File: src/rtl/ram_128x21_ecc_scrubber.sv
// ram_128x21_ecc_scrubber
//   Background ECC scrubber sitting in front of a two-port RAM with built-in
//   SEC/DED correction. It owns the RAM address/data/write pins. It forwards
//   client traffic unchanged and uses idle cycles to walk every address. Each
//   scrub read consumes the RAM's SB_CORRECT / DB_DETECT flags. A corrected
//   word is written back so the stored copy is clean again.
//
// Ports
//   CLK, RESETN          clock (rising edge), asynchronous active-low reset
//   scrub_en             1 = scrubbing allowed, 0 = pure pass-through
//   cl_wen/waddr/wd      client write port (always wins over the scrubber)
//   cl_ren/raddr         client read port  (always wins over the scrubber)
//   cl_rd                client read data, straight from ram_rd
//   ram_wen/waddr/wd     to RAM write pins
//   ram_raddr            to RAM read address
//   ram_rd/ram_sb/ram_db from RAM, valid the cycle after a read address
//   err_clr              clears both counters, db_flag and db_addr
//   sb_count, db_count   saturating error counters
//   db_flag, db_addr     sticky flag and address of the first double-bit error
//   pass_done            one-cycle pulse when the scrub pointer wraps to 0
//   state_dbg            current FSM state (0 WAIT,1 READ,2 CHECK,3 WB,4 ADV)
//
// Strobe protocol: cl_wen and cl_ren are single-cycle commands with no
// back-pressure. They are forwarded to the RAM in the same cycle they are
// high and are never stalled. The scrubber yields whenever either strobe is
// set. It never issues a read alongside a client write, because the RAM's
// SB/DB flags would then be ambiguous.
module ram_128x21_ecc_scrubber #(
  parameter int AW       = 7,
  parameter int DW       = 21,
  parameter int INTERVAL = 1024,
  parameter int CNT_W    = 16
) (
  input  logic             CLK,
  input  logic             RESETN,
  input  logic             scrub_en,
  input  logic             cl_wen,
  input  logic [AW-1:0]    cl_waddr,
  input  logic [DW-1:0]    cl_wd,
  input  logic             cl_ren,
  input  logic [AW-1:0]    cl_raddr,
  output logic [DW-1:0]    cl_rd,
  output logic             ram_wen,
  output logic [AW-1:0]    ram_waddr,
  output logic [DW-1:0]    ram_wd,
  output logic [AW-1:0]    ram_raddr,
  input  logic [DW-1:0]    ram_rd,
  input  logic             ram_sb,
  input  logic             ram_db,
  input  logic             err_clr,
  output logic [CNT_W-1:0] sb_count,
  output logic [CNT_W-1:0] db_count,
  output logic             db_flag,
  output logic [AW-1:0]    db_addr,
  output logic             pass_done,
  output logic [2:0]       state_dbg
);

  localparam int TW = (INTERVAL > 1) ? $clog2(INTERVAL) : 1;
  localparam logic [TW-1:0] TIMER_RELOAD = TW'(INTERVAL - 1);

  typedef enum logic [2:0] {
    ST_WAIT  = 3'd0,
    ST_READ  = 3'd1,
    ST_CHECK = 3'd2,
    ST_WB    = 3'd3,
    ST_ADV   = 3'd4
  } state_t;

  state_t        state;
  logic [AW-1:0] ptr;
  logic [TW-1:0] timer;
  logic [DW-1:0] hold_rd;

  // A client write to the word being scrubbed makes the held copy stale.
  logic cl_hit;
  logic rd_issue;
  logic wb_fire;

  assign cl_hit   = cl_wen && (cl_waddr == ptr);
  assign rd_issue = scrub_en && (state == ST_READ) && !cl_ren && !cl_wen;
  assign wb_fire  = scrub_en && (state == ST_WB) && !cl_wen;

  assign cl_rd     = ram_rd;
  assign state_dbg = state;

  // Pin mux. The read address shows the scrub pointer whenever the client
  // is not reading, so a scrub read needs no extra address register.
  always_comb begin
    ram_wen   = 1'b0;
    ram_waddr = '0;
    ram_wd    = '0;
    if (cl_wen) begin
      ram_wen   = 1'b1;
      ram_waddr = cl_waddr;
      ram_wd    = cl_wd;
    end else if (wb_fire) begin
      ram_wen   = 1'b1;
      ram_waddr = ptr;
      ram_wd    = hold_rd;
    end
    ram_raddr = cl_ren ? cl_raddr : ptr;
  end

  always_ff @(posedge CLK or negedge RESETN) begin
    if (!RESETN) begin
      state     <= ST_WAIT;
      ptr       <= '0;
      timer     <= TIMER_RELOAD;
      hold_rd   <= '0;
      sb_count  <= '0;
      db_count  <= '0;
      db_flag   <= 1'b0;
      db_addr   <= '0;
      pass_done <= 1'b0;
    end else begin
      pass_done <= 1'b0;
      if (!scrub_en) begin
        // Abandon any scan in flight; the pointer is kept so the next
        // enable resumes where this one stopped.
        state <= ST_WAIT;
        timer <= TIMER_RELOAD;
      end else begin
        unique case (state)
          ST_WAIT: begin
            if (timer == '0) state <= ST_READ;
            else             timer <= timer - 1'b1;
          end
          ST_READ: begin
            if (rd_issue) state <= ST_CHECK;
          end
          ST_CHECK: begin
            hold_rd <= ram_rd;
            if (ram_db) begin
              // Uncorrectable: nothing valid to write back.
              if (db_count != {CNT_W{1'b1}}) db_count <= db_count + 1'b1;
              if (!db_flag) begin
                db_flag <= 1'b1;
                db_addr <= ptr;
              end
              state <= ST_ADV;
            end else if (ram_sb && !cl_hit) begin
              state <= ST_WB;
            end else begin
              state <= ST_ADV;
            end
          end
          ST_WB: begin
            if (cl_hit) begin
              state <= ST_ADV;
            end else if (!cl_wen) begin
              if (sb_count != {CNT_W{1'b1}}) sb_count <= sb_count + 1'b1;
              state <= ST_ADV;
            end
          end
          ST_ADV: begin
            pass_done <= (ptr == {AW{1'b1}});
            ptr       <= ptr + 1'b1;
            timer     <= TIMER_RELOAD;
            state     <= ST_WAIT;
          end
          default: state <= ST_WAIT;
        endcase
      end
      // Clear is applied last so it overrides a same-edge increment.
      if (err_clr) begin
        sb_count <= '0;
        db_count <= '0;
        db_flag  <= 1'b0;
        db_addr  <= '0;
      end
    end
  end

endmodule

File: config.mk
export PLATFORM = sky130hd
export DESIGN_NAME = ram_128x21_ecc_scrubber
export DESIGN_NICKNAME = d
export VERILOG_FILES = /design/src/rtl/ram_128x21_ecc_scrubber.sv
export SDC_FILE = /design/constraint.sdc
export NUM_CORES = 1
export LEC_CHECK = 0
export BUFFER_PORTS_ARGS = -buffer_cell sky130_fd_sc_hd__buf_2
export CAP_MARGIN = 20
export CORE_MARGIN = 2
export CORE_UTILIZATION = 47
export CTS_BUF_LIST = sky130_fd_sc_hd__clkbuf_4
export DETAILED_ROUTE_END_ITERATION = 8
export GPL_TIMING_DRIVEN = 0
export PLACE_DENSITY = 0.79
export SYNTH_ARGS = -nofsm -noshare
export SYNTH_HDL_FRONTEND = slang
export SYNTH_SLANG_ARGS = --single-unit
File: constraint.sdc
create_clock -name CLK -period 1.8 [get_ports CLK]
set_clock_uncertainty 0.15 [all_clocks]
set_input_delay 0.09 -clock CLK [delete_from_list [all_inputs] [get_ports CLK]]
set_output_delay 0.09 -clock CLK [all_outputs]
set_load 0.01 [all_outputs]
======== After elaboration in Yosys (flattened, before gate mapping) ========
Cells that the tools add are included.
operators by class
  add/subtract/negate cells ............... 4
  equality and inequality tests ........... 16
  muxes and demuxes ....................... 40
  reductions and logical operators ........ 26
operators with widths
  kind                                                 count
  2-to-1 mux 16 bit                                    11
  2-to-1 mux 7 bit                                     8
  2-to-1 mux 21 bit                                    2
  adder 16 x 1 -> 16 bit (second input constant)       2
  inequality test 16 bit (second input constant)       2
  2-to-1 mux 3 bit                                     7
  2-to-1 mux 10 bit                                    2
  case mux 10 bit (2 select lines)                     1
  case mux 3 bit (4 select lines)                      1
  nonzero test 2 bit                                   6
  zero test 10 bit                                     1
  subtractor 10 x 1 -> 10 bit (second input constant)  1
  inequality test 3 bit (second input constant)        3
  2-to-1 mux 1 bit                                     8
  AND reduction 4 bit                                  2
  adder 7 x 1 -> 7 bit (second input constant)         1
  == test 7 bit                                        1
  == test 7 bit (second input constant)                1
  logical AND 1 bit                                    7
  == test 3 x 2 -> 1 bit (second input constant)       2
  AND reduction 2 bit                                  3
  AND reduction 3 bit                                  2
  AND reduction 5 bit                                  1
  inequality test 2 bit (second input constant)        2
  7 further kinds                                      9
storage, ports and cells
  register bits after elaboration ......... 82
  bits of input ports ..................... 64
  output and inout bits ................... 101
  logic and storage cells ................. 95

======== Longest topological paths before layout ========
Gate-level depths: netlist of run 1.
  depth in word-level cells ............... 8
  gate-level depth with buffers ........... 8
  mapped depth without buffers ............ 7

======== Worst setup path before layout of run 1 ========
OpenSTA, ideal clock, no wires.
  path kind ............................... register to register
  start point ............................. reg db_count[0]
  end point ............................... reg db_count[1]
  library setup time ...................... 0.119 ns
  arrival time ............................ 1.814 ns
  data required time ...................... 1.531 ns
  slack ................................... -0.282 ns
  cell stages (with the launch flop) ...... 8
  buffers on the path ..................... 1
  clock period less this slack ............ 2.082 ns
  path through ............................ dfrtp_1 > ha_1 > nand3_1 > or4_4 > buf_6 > o21ai_4 > mux2i_1 > nor2_1
on the way
  longest elaborated chain between the ends .. 6
  elaborated cells on any way between the ends .. 9
  those cells by class .................... add/sub (1); eq/ne (1); mux (5); reduce/logical (2)
ends and longest elaborated chain
  element                 RTL line  RTL
  from (decl)             52        output logic [CNT_W-1:0] db_count,
  from (signal assigned)  136       if (db_count != {CNT_W{1'b1}}) db_count <= db_count + 1'b1;
  adder 16 x 1 -> 16 bit  136
  2-to-1 mux 16 bit       136
  2-to-1 mux 16 bit       134       if (ram_db) begin
  2-to-1 mux 16 bit       124       unique case (state)
  2-to-1 mux 16 bit       118       if (!scrub_en) begin
  2-to-1 mux 16 bit       166       if (err_clr) begin
Several ways; a longest one is shown, not always the timed one. The select of a mux whose other input is x is not followed.
A chain may end at the register's enable or synchronous reset.

======== Worst setup path after layout of run 1 ========
  start point ............................. reg sb_count[0]
  end point ............................... reg sb_count[12]
on the way
  longest elaborated chain between the ends .. 7
  elaborated cells on any way between the ends .. 10
  those cells by class .................... add/sub (1); eq/ne (1); mux (6); reduce/logical (2)
ends and longest elaborated chain
  element                 RTL line  RTL
  from (decl)             51        output logic [CNT_W-1:0] sb_count,
  from (signal assigned)  152       if (sb_count != {CNT_W{1'b1}}) sb_count <= sb_count + 1'b1;
  adder 16 x 1 -> 16 bit  152
  2-to-1 mux 16 bit       152
  2-to-1 mux 16 bit       151       end else if (!cl_wen) begin
  2-to-1 mux 16 bit       149       if (cl_hit) begin
  2-to-1 mux 16 bit       124
  2-to-1 mux 16 bit       118
  2-to-1 mux 16 bit       166
Several ways; a longest one is shown, not always the timed one. The select of a mux whose other input is x is not followed.

==> out/summary.txt, run 1 <==
most common cell after layout, fill and taps aside = buf_2
Worst Path Arrival = 2.37 ns
die height = 103 um
Worst setup EP type = flip-flop
Hold Path Class = input pin to flip-flop
antenna-violating nets left = 0
initial antenna violation count = 0
top cells by area, synth = dfrtp_1 39%, mux2_2 7.0%, dfstp_2 5.7%, a22o_1 5.3%, buf_4 3.9%
most frequent cells in the layout = 158 x buf_2, 84 x buf_4, 66 x dfrtp_1, 36 x nor2_1, 29 x dlygate4sd3_1
GRT overflow = 0
share of power burned in the clock network = 32.7%
Synth area leader = dfrtp_1
DPL Wire Length = 9110 um
Place WS = -0.494 ns
Max Cap Violations = 0
CTS tree = done
endpoints failing setup = 89
final hold viol count = 0
Clock Tree Root = clkbuf_4
initial core utilization = 47.9%
P_leak = 0.00355 uW
cell-internal power = 2580 uW
largest net degree at the start of global routing = 54
gp weighted congestion = 0.829
Die ar. = 0.0107 mm^2
Slew @ Worst Pin = 0.689 ns
Final Slew Violations = 0
status = finished with violations
fraction of layout cells with a size suffix above 1 = 55.8%
top cell type's share of synthesized area = 38.8%
cts bufs inserted = 9
failing checks = negative setup slack
I/O pin count = 165
worst-path fanout max = 3
core region area = 0.00968 mm^2
Hold WS = 0.0467 ns
Starting DRT DRC Count = 220
drt total wl = 16,900 um
clock-pin transition on the worst setup and hold timing paths = 0.14 ns
sequential area share after synthesis = 44.5%
VDD IR max = 0.000529 V
Distinct cells, synth = 59
PortBufs = 161
area delta synth->final = 60.3%
vias in the first global route = 4,924
Vias/cell = 5.62
htree depth = 3
syn_nets = 523
unrepaired setup endpoints after global routing = true
CTS sink cnt = 82
setup TNS = -17.82 ns
ant diodes = 0
deepest clock path buffer count = 2
Synth async-reset ratio = 100%
DIE WIDTH = 103 um
Synthesis Warnings = 0
crit path kind = flip-flop to flip-flop
Req. time, crit path = 1.99 ns
final core area utilization = 76.8%
Post-synth EDFFs = 0
total track usage = 29.2%
Mapped Area = 0.00464 mm^2
first-pass GRT wire length = 23,800 um
wire per inst = 19.4 um
crit share post-route = 121%
worst skew pair latency = 0.46 ns
Min-Delay Path Depth = 4
Slew HR = 54.1%
Synth Instances = 454
number of cell rows = 36
Vias = 4,896
Switching Fraction = 27.8%
total power = 3570 uW
worst reg-to-reg path cell count = 7
CP Launch Type = flip-flop
DRC viols = 0
nets@finish = 802
Net Sw Power = 992 uW
DR pass1 iterations = 6
PnR worst setup slack = -0.379 ns
Max Freq = 459 MHz
Flop pwr share = 52.7%
combinational share of power = 14.6%
Pwr Density = 480 mW/mm^2
ys flop type = dfrtp_1
final critical-path required period = 2.18 ns
register bit total from synthesis = 82
Avg Cell Area, Syn = 10.2 um^2
-- cells by family after synthesis --
group,share of synthesized area (%)
compound gates,11.2
fa+ha+maj,1.35
simple gates,21.0
xor+xnor,7.55
buf+inv,6.77
mux,7.68
flops,44.5
-- layer usage --
layer / share of wire (%) / global-route usage, %
met4: 3.1 / 12.6
met2: 53 / 53.3
met3: 7.5 / 5.71
met5: 0 / 0
met1: 37 / 33.1
-- flip-flops by register name, summed over array words and instances, names as in the netlist --
signal     cells
state_dbg      3
db_count      16
timer         10
db_addr        7
db_flag        1
hold_rd       21
ptr            7
pass_done      1
sb_count      16
-- worst paths after layout --
check                                  from      endpoint  slack [ns]
worst max-delay path            sb_count[0]  sb_count[12]       -0.38
worst min-delay path               scrub_en  state_dbg[2]        0.05
worst max register to register  sb_count[0]  sb_count[12]       -0.38
worst min register to register  hold_rd[15]   hold_rd[15]        0.37
max in group asynchronous            RESETN      timer[1]        0.66
min in group asynchronous            RESETN   hold_rd[15]        0.50
-- area by class of cell --
type	count	area, um^2
multi-input combinational	322	2810
fill	561	2240
sequential	82	2070
timing repair buffer	273	1890
buffer	42	355
tap	133	166
clock buffer	10	75.1
clock inverter	6	66.3
inverter	3	11.3
-- timing repair --
item                                    4_1_cts  5_1_grt
endpoints found under the setup margin       95       97
hold buffers                                 30        0
buffers inserted                             57       24
hold endpoints to repair                    110        0
cloned                                        0        3
pin swaps                                    30       34
resized for setup                            97       53
-- per-stage QoR --
stage	cell area [um^2]	instances
4_1_cts	7020	849
6_report	7440	871
2_1_floorplan	4690	454
5_1_grt	7440	871
3_5_place_dp	5700	749
3_3_place_gp	5670	748
-- cell usage after synthesis, types with 3 or more instances --
library cell and number:
buf_4 24, o211ai_1 4, a21oi_1 15, or3_1 6
inv_1 3, and2_1 4, nor3_1 7, and3_1 7
a22o_1 28, nand2b_1 6, buf_2 3, o21ai_0 9
mux2i_1 3, nand4_1 10, ha_1 5, nor2_1 42
dfrtp_1 72, mux2_2 29, nand3_1 18, nor4_1 10
nor2b_1 5, and4_1 5, xnor2_1 20, xor2_1 20
dfstp_2 10, nand2_1 33, clkbuf_1 16
-- worst max-delay path: stages (launching register included) --
cell and delay, ns:
dfrtp_1 0.45, ha_4 0.18, nand4_1 0.21, buf_4 0.25, nor2_4 0.12, or4b_4 0.49, xor2_1 0.15, nor2_1 0.05
-- power by group through the flow --
stage	logic (uW)	registers (uW)	clock network, uW
after floorplan	194	1910	0
after global placement	390	1910	0
after detailed placement	408	1910	0
after CTS	490	1880	1160
after global routing	560	1880	1240
final	523	1880	1170
No activity file was read; power rests on OpenSTA's default activity.
==> run 2: changes to the inputs <==
BUFFER_PORTS_ARGS = not set   (was -buffer_cell sky130_fd_sc_hd__buf_2)
CORE_UTILIZATION = 55   (was 47)
DONT_BUFFER_PORTS = 1   (was not set)
PLACE_DENSITY = 0.73   (was 0.79)
==> run 2 against run 1 <==
  * Count of clock-buffer cells in the layout increased by 2
  * First-iteration DRC count decreased by 13%
  * Sequential cell count unchanged
  * Largest power group unchanged
  * Critical endpoint is now ram_wd[15]
  * Die area fell by 14%
  * The run ends with negative hold slack, negative setup slack left
  * Final area fell by 11%
  * Sequential power hardly changed
  * Via count fell by 17%
  * Register-to-register slack improved by 0.09 ns
  * Power fell by 5.7%
  * Routed wire length decreased by 15%
  * Combinational power down 31%
==> out/summary.txt, run 2 (same netlist as run 1, synthesis figures left out) <==
Hold Path Class = input pin to asynchronous set/reset pin
core region area = 0.00822 mm^2 (-15%)
Vias = 4,065 (-17%)
Max Freq = 477 MHz (+3.9%)
DRC viols = 0 (unchanged)
gp weighted congestion = 0.819 (-1.2%)
PnR worst setup slack = -0.297 ns (+0.0819 ns)
crit share post-route = 117% (-4.5 points)
worst reg-to-reg path cell count = 8 (+1)
clock-pin transition on the worst setup and hold timing paths = 0.14 ns (about the same)
CP max-delay cell = dfrtp_2
deepest clock path buffer count = 2 (unchanged)
max reg flops = 21 (unchanged)
fin area = 0.00665 mm^2 (-11%)
die height = 95.9 um (-7.3%)
Starting DRT DRC Count = 191 (-13%)
CP Launch Type = flip-flop
CP cell instances = buf_6 > nand3b_1 > nor2_4 > buf_8 > clkbuf_16 > a22o_4
Worst Path Arrival = 1.86 ns (-0.51 ns)
total track usage = 27.3% (-1.9 points)
Max Cap Violations = 0 (unchanged)
Clock Tree Root = clkbuf_4
DPL Wire Length = 7810 um (-14%)
first-pass GRT wire length = 19,000 um (-20%)
most frequent cells in the layout = 63 x buf_4, 46 x dfrtp_1, 34 x nor2_1, 31 x dlygate4sd3_1, 26 x dfrtp_2
Hold WS = -0.822 ns (-0.868 ns)
Pwr Density = 507 mW/mm^2 (+5.5%)
worst-path fanout max = 5 (+2)
register bank with the most flops = hold_rd
vias in the first global route = 3,799 (-23%)
placed cell count = 559 (-25%)
Worst R2R Start = state_dbg[1]
DP Area = 0.00482 mm^2 (-15%)
setup TNS = -16.84 ns (+0.987 ns)
Slew @ Worst Pin = 0.889 ns (+0.201 ns)
nets@finish = 621 (-23%)
failing checks = negative hold slack, negative setup slack
number of cell rows = 33 (-8.3%)
DIE WIDTH = 95.9 um (-7.3%)
Layout Cells excl Fill = 662 (-24%)
most common cell after layout, fill and taps aside = buf_4
htree depth = 3 (unchanged)
wire per inst = 21.7 um (+11%)
Place WS = -0.470 ns (+0.0236 ns)
Req. time, crit path = 1.56 ns (-0.43 ns)
Worst setup EP type = output pin
fraction of layout cells with a size suffix above 1 = 51.2% (-4.7 points)
GRT overflow = 0 (unchanged)
endpoints failing setup = 89 (unchanged)
antenna-violating nets left = 0 (unchanged)
top flop regs = hold_rd: 21 flops, db_count: 16 flops, sb_count: 16 flops
final hold viol count = 82 (+82)
VDD IR max = 0.000482 V (-8.8%)
CTS sink cnt = 82 (unchanged)
Die ar. = 0.00919 mm^2 (-14%)
crit path kind = flip-flop to output pin
unrepaired setup endpoints after global routing = true
drt total wl = 14,300 um (-15%)
Final Slew Violations = 0 (unchanged)
status = finished with violations
Vias/cell = 6.14 (+9.2%)
P_leak = 0.00275 uW (-23%)
largest net degree at the start of global routing = 83 (+54%)
final critical-path required period = 2.10 ns (-0.0819 ns)
Slew HR = 40.7% (-13 points)
Worst R2R End = sb_count[15]
CTS tree = done
I/O pin count = 165 (unchanged)
ant diodes = 0 (unchanged)
cts bufs inserted = 9 (unchanged)
DR pass1 iterations = 4 (-2)
reg2reg setup slack = -0.29 ns (+0.09 ns)
PortBufs = 0 (-100%)
CP peak stage delay = 0.50 ns (about the same)
initial antenna violation count = 0 (unchanged)
area delta synth->final = 43.4%
worst skew pair latency = 0.43 ns (-0.03 ns)
initial core utilization = 56.5% (+8.6 points)
[run 2: critical path, delay by kind of cell (launching register included)]
kind,cells,cell delay (ns)
compound gates,1,0.23
buf+inv,3,0.44
flops,1,0.50
simple gates,2,0.25
[run 2: worst max-delay path by stage]
| stage | start | slack (ns) | to |
|---|---|---|---|
| 5_1_grt | db_count[3] | -0.37 | db_count[1] |
| 2_1_floorplan | db_count[0] | -0.23 | db_count[1] |
| 3_5_place_dp | state_dbg[0] | -0.47 | ram_wd[11] |
| 3_3_place_gp | state_dbg[0] | -0.49 | ram_wd[18] |
| 6_report | state_dbg[1] | -0.30 | ram_wd[15] |
| 4_1_cts | sb_count[9] | -0.26 | sb_count[3] |
[run 2: where the power goes]
group          switching (uW)  leakage, uW  internal, uW
clock                     658    0.0000698           471
sequential               16.3      0.00107          1860
combinational             165      0.00161           196
[run 2: stage by stage]
stage,util (%),total power (uW)
after floorplan,-,2100
after global placement,58.7,2140
after detailed placement,58.7,2140
after CTS,72.1,3300
after global routing,81.0,3480
final,81.0,3370
[run 2: layout make-up]
cell class,count,area [um^2]
multi-input combinational,322,3000
timing repair buffer,93,936
buffer,41,334
inverter,3,11.3
fill,450,1560
sequential,82,2100
tap,105,131
clock inverter,4,52.6
clock buffer,12,90.1
[run 2: timing repair]
action | 4_1_cts | 5_1_grt
pin swaps | 24 | 44
endpoints found under the hold margin | 132 | 86
hold buffers | 30 | 1
resized for setup | 93 | 106
gates cloned | 2 | 3
endpoints found under the setup margin | 102 | 101
setup buffers | 32 | 26
[run 2: routing by layer]
metal,routed length [um],track usage (%),vias up
li1,-,-,1807
met5,0,0,-
met1,5570,33.0,2071
met3,900,5.17,16
met2,7700,49.2,171
met4,162,8.69,0
